<file path="src/rtl/sys_pkg.sv">
// -----------------------------------------------------------------------------
// sys_pkg
// Shared definitions for the system controller: command opcodes, operand
// register addresses and the controller state encoding.
// -----------------------------------------------------------------------------
package sys_pkg;

  // Command opcodes carried in the first byte of every RX frame.
  localparam logic [7:0] CMD_WR      = 8'hAA;
  localparam logic [7:0] CMD_RD      = 8'hBB;
  localparam logic [7:0] CMD_ALU_OP  = 8'hCC;
  localparam logic [7:0] CMD_ALU_NOP = 8'hDD;

  // Register file locations that feed the ALU operand inputs.
  localparam int unsigned OPA_ADDR = 0;
  localparam int unsigned OPB_ADDR = 1;

  typedef enum logic [3:0] {
    IDLE,
    WR_ADDR,
    WR_DATA,
    RD_ADDR,
    RD_WAIT,
    RD_SEND,
    OP_A,
    OP_B,
    ALU_FN,
    ALU_WAIT,
    SEND_LO,
    SEND_HI
  } state_e;

  // States in which the controller waits on a datapath strobe and the
  // timeout counter is allowed to run.
  function automatic logic is_wait_state(input state_e s);
    return (s == RD_WAIT) || (s == ALU_WAIT);
  endfunction

endpackage

</file>
<file path="src/rtl/sys_ctrl_timeout.sv">
// -----------------------------------------------------------------------------
// sys_ctrl_timeout
// Loadable saturating up-counter used to bound waits on datapath strobes.
//   CLK      in  clock
//   RST      in  asynchronous active-low reset
//   clear    in  synchronous clear to zero (highest priority)
//   load     in  synchronous load of load_val
//   load_val in  value loaded when load is high
//   enable   in  count one step per cycle, saturating at LIMIT
//   expired  out count has reached LIMIT
// -----------------------------------------------------------------------------
module sys_ctrl_timeout #(
  parameter int LIMIT = 15,
  localparam int CW   = $clog2(LIMIT + 1)
) (
  input  logic          CLK,
  input  logic          RST,
  input  logic          clear,
  input  logic          load,
  input  logic [CW-1:0] load_val,
  input  logic          enable,
  output logic          expired
);

  logic [CW-1:0] count_q;

  // NOTE: state is updated with non-blocking assignments so every flop
  // samples the pre-edge values, independent of block evaluation order.
  always_ff @(posedge CLK or negedge RST) begin
    if (!RST) begin
      count_q <= '0;
    end else if (clear) begin
      count_q <= '0;
    end else if (load) begin
      count_q <= load_val;
    end else if (enable && (count_q != CW'(LIMIT))) begin
      count_q <= count_q + 1'b1;
    end
  end

  assign expired = (count_q == CW'(LIMIT));

endmodule

</file>
<file path="src/rtl/sys_ctrl.sv">
// -----------------------------------------------------------------------------
// sys_ctrl
// Command sequencer between the UART byte streams and the register file / ALU.
// Decodes byte-framed commands (WR, RD, ALU_OP, ALU_NOP), drives the register
// file and ALU controls, and pushes response bytes toward the TX FIFO.
//   CLK, RST            clock, asynchronous active-low reset
//   RX_P_DATA/RX_D_VLD  received byte and its one-cycle strobe
//   RdData/RdData_Valid register file read data and strobe
//   ALU_OUT/OUT_Valid   ALU result and strobe
//   FIFO_FULL           TX FIFO back-pressure
//   Address/WrEn/RdEn/WrData  register file controls (Mealy on RX_D_VLD)
//   ALU_EN/ALU_FUN/CLK_GATE_EN ALU strobe, function code, clock-gate enable
//   TX_P_DATA/TX_D_VLD  byte and write strobe toward the TX FIFO
//   CMD_ERR             one-cycle pulse on unknown opcode or timeout
// -----------------------------------------------------------------------------
module sys_ctrl
  import sys_pkg::*;
#(
  parameter int DATA_WIDTH = 8,
  parameter int ADDR_WIDTH = 4,
  parameter int FUN_WIDTH  = 4,
  parameter int TIMEOUT    = 15
) (
  input  logic                    CLK,
  input  logic                    RST,
  input  logic [DATA_WIDTH-1:0]   RX_P_DATA,
  input  logic                    RX_D_VLD,
  input  logic [DATA_WIDTH-1:0]   RdData,
  input  logic                    RdData_Valid,
  input  logic [2*DATA_WIDTH-1:0] ALU_OUT,
  input  logic                    OUT_Valid,
  input  logic                    FIFO_FULL,
  output logic [ADDR_WIDTH-1:0]   Address,
  output logic                    WrEn,
  output logic                    RdEn,
  output logic [DATA_WIDTH-1:0]   WrData,
  output logic                    ALU_EN,
  output logic [FUN_WIDTH-1:0]    ALU_FUN,
  output logic                    CLK_GATE_EN,
  output logic [DATA_WIDTH-1:0]   TX_P_DATA,
  output logic                    TX_D_VLD,
  output logic                    CMD_ERR
);

  state_e                  state_q, state_d;
  logic [ADDR_WIDTH-1:0]   addr_q,  addr_d;
  logic [DATA_WIDTH-1:0]   tx_q,    tx_d;
  logic [2*DATA_WIDTH-1:0] res_q,   res_d;
  logic                    tmo_expired;

  // ---------------------------------------------------------------------------
  // Timeout counter: runs only while waiting on a datapath strobe and restarts
  // on every state change.
  // ---------------------------------------------------------------------------
  sys_ctrl_timeout #(
    .LIMIT (TIMEOUT)
  ) u_timeout (
    .CLK      (CLK),
    .RST      (RST),
    .clear    (state_d != state_q),
    .load     (1'b0),
    .load_val ('0),
    .enable   (is_wait_state(state_q)),
    .expired  (tmo_expired)
  );

  // ---------------------------------------------------------------------------
  // State and latch registers
  // ---------------------------------------------------------------------------
  always_ff @(posedge CLK or negedge RST) begin
    if (!RST) begin
      state_q <= IDLE;
      addr_q  <= '0;
      tx_q    <= '0;
      res_q   <= '0;
    end else begin
      state_q <= state_d;
      addr_q  <= addr_d;
      tx_q    <= tx_d;
      res_q   <= res_d;
    end
  end

  // ---------------------------------------------------------------------------
  // Next-state and output decode
  // ---------------------------------------------------------------------------
  always_comb begin
    // NOTE: every signal gets a default before the case so no path leaves a
    // value unassigned, which would otherwise infer a latch.
    state_d     = state_q;
    addr_d      = addr_q;
    tx_d        = tx_q;
    res_d       = res_q;
    Address     = '0;
    WrEn        = 1'b0;
    RdEn        = 1'b0;
    WrData      = '0;
    ALU_EN      = 1'b0;
    ALU_FUN     = '0;
    CLK_GATE_EN = 1'b0;
    TX_P_DATA   = '0;
    TX_D_VLD    = 1'b0;
    CMD_ERR     = 1'b0;

    unique case (state_q)
      IDLE: begin
        // IDLE is also the state held during reset; gating the decode with
        // RST keeps CMD_ERR low while reset is asserted.
        if (RX_D_VLD && RST) begin
          case (RX_P_DATA)
            DATA_WIDTH'(CMD_WR):      state_d = WR_ADDR;
            DATA_WIDTH'(CMD_RD):      state_d = RD_ADDR;
            DATA_WIDTH'(CMD_ALU_OP):  state_d = OP_A;
            DATA_WIDTH'(CMD_ALU_NOP): state_d = ALU_FN;
            default:                  CMD_ERR = 1'b1;
          endcase
        end
      end

      WR_ADDR: begin
        if (RX_D_VLD) begin
          addr_d  = RX_P_DATA[ADDR_WIDTH-1:0];
          state_d = WR_DATA;
        end
      end

      WR_DATA: begin
        if (RX_D_VLD) begin
          WrEn    = 1'b1;
          Address = addr_q;
          WrData  = RX_P_DATA;
          state_d = IDLE;
        end
      end

      RD_ADDR: begin
        if (RX_D_VLD) begin
          RdEn    = 1'b1;
          Address = RX_P_DATA[ADDR_WIDTH-1:0];
          state_d = RD_WAIT;
        end
      end

      RD_WAIT: begin
        // A valid strobe arriving in the same cycle as expiry still wins.
        if (RdData_Valid) begin
          tx_d    = RdData;
          state_d = RD_SEND;
        end else if (tmo_expired) begin
          CMD_ERR = 1'b1;
          state_d = IDLE;
        end
      end

      RD_SEND: begin
        if (!FIFO_FULL) begin
          TX_D_VLD  = 1'b1;
          TX_P_DATA = tx_q;
          state_d   = IDLE;
        end
      end

      OP_A: begin
        if (RX_D_VLD) begin
          WrEn    = 1'b1;
          Address = ADDR_WIDTH'(OPA_ADDR);
          WrData  = RX_P_DATA;
          state_d = OP_B;
        end
      end

      OP_B: begin
        if (RX_D_VLD) begin
          WrEn    = 1'b1;
          Address = ADDR_WIDTH'(OPB_ADDR);
          WrData  = RX_P_DATA;
          state_d = ALU_FN;
        end
      end

      ALU_FN: begin
        CLK_GATE_EN = 1'b1;
        if (RX_D_VLD) begin
          ALU_EN  = 1'b1;
          ALU_FUN = RX_P_DATA[FUN_WIDTH-1:0];
          state_d = ALU_WAIT;
        end
      end

      ALU_WAIT: begin
        CLK_GATE_EN = 1'b1;
        if (OUT_Valid) begin
          res_d   = ALU_OUT;
          state_d = SEND_LO;
        end else if (tmo_expired) begin
          CMD_ERR = 1'b1;
          state_d = IDLE;
        end
      end

      SEND_LO: begin
        if (!FIFO_FULL) begin
          TX_D_VLD  = 1'b1;
          TX_P_DATA = res_q[DATA_WIDTH-1:0];
          state_d   = SEND_HI;
        end
      end

      SEND_HI: begin
        if (!FIFO_FULL) begin
          TX_D_VLD  = 1'b1;
          TX_P_DATA = res_q[2*DATA_WIDTH-1:DATA_WIDTH];
          state_d   = IDLE;
        end
      end

      default: state_d = IDLE;
    endcase
  end

endmodule

</file>
<file path="config.mk">
export PLATFORM = sky130hd
export DESIGN_NAME = sys_ctrl
export DESIGN_NICKNAME = d
export VERILOG_FILES = /design/src/rtl/sys_pkg.sv /design/src/rtl/sys_ctrl_timeout.sv /design/src/rtl/sys_ctrl.sv
export SDC_FILE = /design/constraint.sdc
export NUM_CORES = 1
export LEC_CHECK = 0
export ABC_AREA = 1
export CORE_ASPECT_RATIO = 0.9
export CORE_UTILIZATION = 47
export CTS_CLUSTER_DIAMETER = 60
export DETAILED_ROUTE_END_ITERATION = 8
export PLACE_DENSITY = 0.9
export SYNTH_ARGS = -nofsm -noshare
export SYNTH_HDL_FRONTEND = slang
export SYNTH_SLANG_ARGS = --single-unit
</file>
<file path="constraint.sdc">
create_clock -name CLK -period 2.4 [get_ports CLK]
set_input_delay 0.48 -clock CLK [delete_from_list [all_inputs] [get_ports CLK]]
set_output_delay 0.48 -clock CLK [all_outputs]
set_load 0.005 [all_outputs]
</file>
After elaboration in Yosys (flattened, before gate mapping)
Cells that the tools add are included.
{ "classes": {"n_shift": 0, "bitwise": 0, "n_mux": 40, "div": 0, "reduce_logical": 13, "n_mul": 0, "n_addsub": 1, "eq_ne": 18, "n_lt_le_gt_ge": 0} }
{ "ops": {"columns": ["cell", "n"], "rows": [
  ["4-bit two-way mux", 17],
  ["4-bit one-hot mux with 11 select lines", 1],
  ["8-bit two-way mux", 5],
  ["8-bit == test (second input constant)", 4],
  ["8-bit one-hot mux with 3 select lines", 1],
  ["4-bit == test (second input constant)", 5],
  ["4-bit by 3-bit == test with 1-bit output (second input constant)", 4],
  ["4-bit one-hot mux with 4 select lines", 1],
  ["1-bit two-way mux", 13],
  ["4-bit one-hot mux with 3 select lines", 1],
  ["4-bit by 2-bit == test with 1-bit output (second input constant)", 2],
  ["2-bit AND reduction", 3],
  ["3-bit OR reduction", 2],
  ["4-bit by 1-bit adder with 4-bit output (second input constant)", 1],
  ["4-bit by 1-bit == test with 1-bit output (second input constant)", 1],
  ["4-bit zero test", 1],
  ["4-bit inequality test", 1],
  ["4-bit inequality test (second input constant)", 1],
  ["2-bit OR reduction", 2],
  ["4-bit OR reduction", 1],
  ["1-bit one-hot mux with 3 select lines", 1],
  ["1-bit logical AND", 2],
  ["2-bit nonzero test", 1],
  ["1-bit logical OR", 1]
]} }
{ "word_totals": {"romBits": 0, "n_memories": 0, "out_inout_bits": 30, "in_bits": 38, "latchBits": 0, "ff_bits": 36, "ramBits": 0} }

Depth between registers and ports, before layout
{ "depth": {"ltp_word": 6, "mapped_depth": 15, "mapped_depth_nobuf": 15} }

Cells and area by module
Synthesis repeated with hierarchy kept, for this count alone.
{ "hier_totals": {"cells_unflattened": 318, "hier_area_um2": 2396.0} }
{ "by_module_without_submodules": {"columns": ["mod", "area_per_inst_um2", "instances", "cells_per_inst", "seq_area_each_um2"], "rows": [
  ["sys_ctrl", 2100.8, 1, 278, 800.8],
  ["sys_ctrl_timeout", 295.3, 1, 40, 100.1]
]} }

Worst setup path after synthesis
OpenSTA, ideal clock, no wires.
{ "synth_path": {"path_kind": "reg2out", "start": "register state_q[1]", "end": "output port TX_D_VLD", "stages_incl_launch_ff": 8, "required_time_ns": 1.920, "arrival_time_ns": 1.386, "path_buffers": 1, "slack_ns": 0.534, "path_cell_list": "dfrtp_1 -> buf_4 -> inv_4 -> nor2_2 -> nand2_1 -> clkinv_1 -> o21ai_1 -> inv_1"} }
{ "synth_between": {"elab_chain_len": 3} }
{ "synth_rtl": {"columns": ["element", "line_no", "text"], "rows": [
  ["start: declaration", "sys_ctrl.sv:45", "state_e state_q, state_d;"],
  ["start signal: assignment", "sys_ctrl.sv:77", "state_q <= state_d;"],
  ["4-bit == test or 4-bit by 3-bit == test with 1-bit output (tied branches)", "sys_ctrl.sv:105", "unique case (state_q)"],
  ["3-bit OR reduction (no line) (*)", null, null],
  ["1-bit two-way mux (*)", null, null],
  ["end: declaration", "sys_ctrl.sv:41", "output logic TX_D_VLD,"]
]} }
Mark *: on every way between the ends. The rest lies on a longest branch, timed or not.

Worst setup path after layout
{ "layout_path": {"start": "register state_q[2]", "end": "output port TX_P_DATA[3]"} }
{ "layout_between": {"elab_chain_len": 2} }
{ "layout_rtl": {"columns": ["element", "line_no", "text"], "rows": [
  ["4-bit == test or 4-bit by 3-bit == test with 1-bit output (tied branches)", "sys_ctrl.sv:105", null],
  ["8-bit one-hot mux with 3 select lines (*)", "sys_ctrl.sv:105", null],
  ["end: declaration", "sys_ctrl.sv:40", "output logic [DATA_WIDTH-1:0] TX_P_DATA,"]
]} }
Marked as above.

==> metrics.cfg <==
[outcome]
status=complete, no violations

[detailed_routing]
firstDrtPassIters=7
drt-initial-drc-count=198
dr_total_vias=2622
drt-total-wl_um=7338
antenna_left=0
drc=0
viasPerCell=5.651
wl_per_cell_um=15.81

[clock_tree]
clockBufferDepth=2
cts_max_level=2
cts_sinks=36
clk_pin_slew_ps=70
ctsHoldBuffers=0
root_buffer=clkbuf_8
tritoncts=done
insertion_delay_ps=280
cts_made_buffers=5

[hold_path]
hold_path_startpoint=addr_q[0]
worstHoldPathType=register to register
hold_path_depth=2
hold-path-endpoint=addr_q[0]

[die]
rows=23
dieArea_um2=5144
die_x_um=75.49
start_util_pct=50.25
die_h_um=68.15
coreArea_um2=4547
ios=68

[place]
dp_slack_ps=-241.7
gp_congestion=0.9706
placed_cell_area_um2=3252
io_buffers=67
dp.cells=443
dp_hpwl_um=4996

[yosys]
ys_seq_area_share_pct=39.43
ys.flop_type=dfrtp_1
yosysTopAreaCellShare_pct=39.43
syn_inst=285
syn_avg_cell_area_um2=8.016
synth_edf_count=0
async_flop_share_pct=100.0
yosysTopAreaCell=dfrtp_1
yosys-top-cells-area=dfrtp_1 39%, nand2_1 12%, mux2_2 12%
syn_area_um2=2285
synth.distinct_cells=32
synth_seq_cells=36
synthesis.nets=324
yosys_warnings=0

[cells_and_area]
design_area_um2=3500
finalCoreUtilization_pct=76.97
instances_no_fill=464
final_nets=440
drive_gt1_share_pct=33.58
area_delta_synth_final_pct=53.18
n_antenna_cell=0

[grt]
grt_max_degree=37
first_global_vias=2323
grt-ovfl-total=0
grt_pass1_wl_um=10530
grt_antenna_before_repair=0
track_usage_pct=27.64

[sta]
worst_pin_slew_ps=451.6
fin_tns_setup_ps=0
min_period_ps=2385
fin_ws_ps=15.27
finalClockSkew_ps=5.229
slew_viol_final=0
timing.slew.headroom_pct=69.89
hold_violations=0
hold_ws_ps=489.5
max_freq_mhz=419.3
fin_crit_sh_pct=99.36
finalSetupViolCount=0

[setup_path]
cp.required_ps=1920
worstReg2RegStart=state_q[1]
reg2reg_to=u_timeout.count_q[0]
r2r_slack_ps=380
start_kind=register
path_max_fanout=8
criticalPathCategory=register to output port
arrival_ps=1900
r2r_cells=16
worst_setup_path_end_kind=output port

[pwr]
vdd.ir_drop.worst_uv=637.4
p_leak_nw=1.886
p_per_area_nw_per_um2=784.5
finalPower_mw=2.746

[run]
cap_violations=0

layout make-up:
| cell class | count | area (um2) |
|---|---|---|
| Sequential cell | 36 | 904.6 |
| Fill cell | 285 | 1047 |
| Clock inverter | 1 | 7.507 |
| Clock buffer | 7 | 86.33 |
| Multi-Input combinational cell | 212 | 1301 |
| Timing Repair Buffer | 113 | 987.2 |
| Inverter | 33 | 135.1 |
| Tap cell | 62 | 77.57 |
state kept, by name, indices dropped and copies added (netlist names):
| signal | cells |
|---|---|
| res_q | 16 |
| state_q | 4 |
| tx_q | 8 |
| addr_q | 4 |
| u_timeout.count_q | 4 |
how the worst max path moves through the flow:
stage	from	depth (start not counted)	to
after floorplan	state_q[1]	7	TX_D_VLD
after global placement	RX_P_DATA[2]	8	CMD_ERR
after detailed placement	RX_P_DATA[4]	9	CMD_ERR
after CTS	state_q[3]	8	WrData[3]
after global routing	state_q[2]	10	TX_P_DATA[6]
final	state_q[2]	10	TX_P_DATA[3]
cells in the final DEF (no fill, tap or decap), types with 5 or more instances in the layout:
cell	synthesis	layout
a31oi_1	8	5
dlygate4sd2_1	0	18
nand2_2	7	10
nand3_1	18	18
nor2_2	5	6
nand2_1	73	69
buf_4	1	45
mux2_2	24	24
nor2_1	30	27
nand4_1	7	7
clkdlybuf4s50_1	0	32
o21ai_0	11	10
inv_1	24	21
clkbuf_8	0	6
dlymetal6s2s_1	0	10
dfrtp_1	36	33
nor2_4	4	6
inv_2	5	6
synth_stat cells, drive strengths merged, types with 2 or more instances:
master   n
a31oi    8
buf      4
clkinv   2
dfrtp   36
inv     31
mux2    24
nand2   84
nand3   18
nand4    7
nor2    39
nor4     3
o211ai   2
o21ai   17
xor2     2
critical path: stages, from the launching register on:
cell and delay [ps]:
dfrtp_1 420, inv_4 140, nand2_8 90, inv_1 100, nand2_1 90, clkinv_2 90
o21ai_2 70, buf_4 150, buf_4 150, a31oi_1 160, buf_2 140
power breakdown:
part	switching (mW)	total (mW)	internal, mW	leakage, nW
Combinational	0.662	1.25	0.591	1.38
Sequential	0.179	1.05	0.874	0.460
Clock	0.207	0.440	0.233	0.0445
cells by family (layout without fill, tap and decap cells):
group	Yosys count	count (layout)	share of synthesized area [%]
DFF	36	36	39.43
buffers and inverters	37	154	6.901
xor gates and xnor gates	3	3	1.150
and+or+nand+nor	154	154	32.15
muxes	24	24	11.83
AOI/OAI and AO/OA	30	30	7.995
adders and majority gates	1	1	0.5476
routing by layer:
metal / GRT usage (%) / share of wire, % / wire length, um
met1: 36.15 / 39 / 2892
met2: 46.09 / 52 / 3794
met3: 5.155 / 6.7 / 489
met4: 9.491 / 2.2 / 161
met5: 0 / 0 / 0
timing repair:
item | in CTS | in global routing
pin swaps | 4 | 5
setup buffers | 6 | 7
gates resized for setup | 42 | 39
endpoints found under the setup margin | 26 | 19
Note: power is estimated with default switching activity, not from simulation.
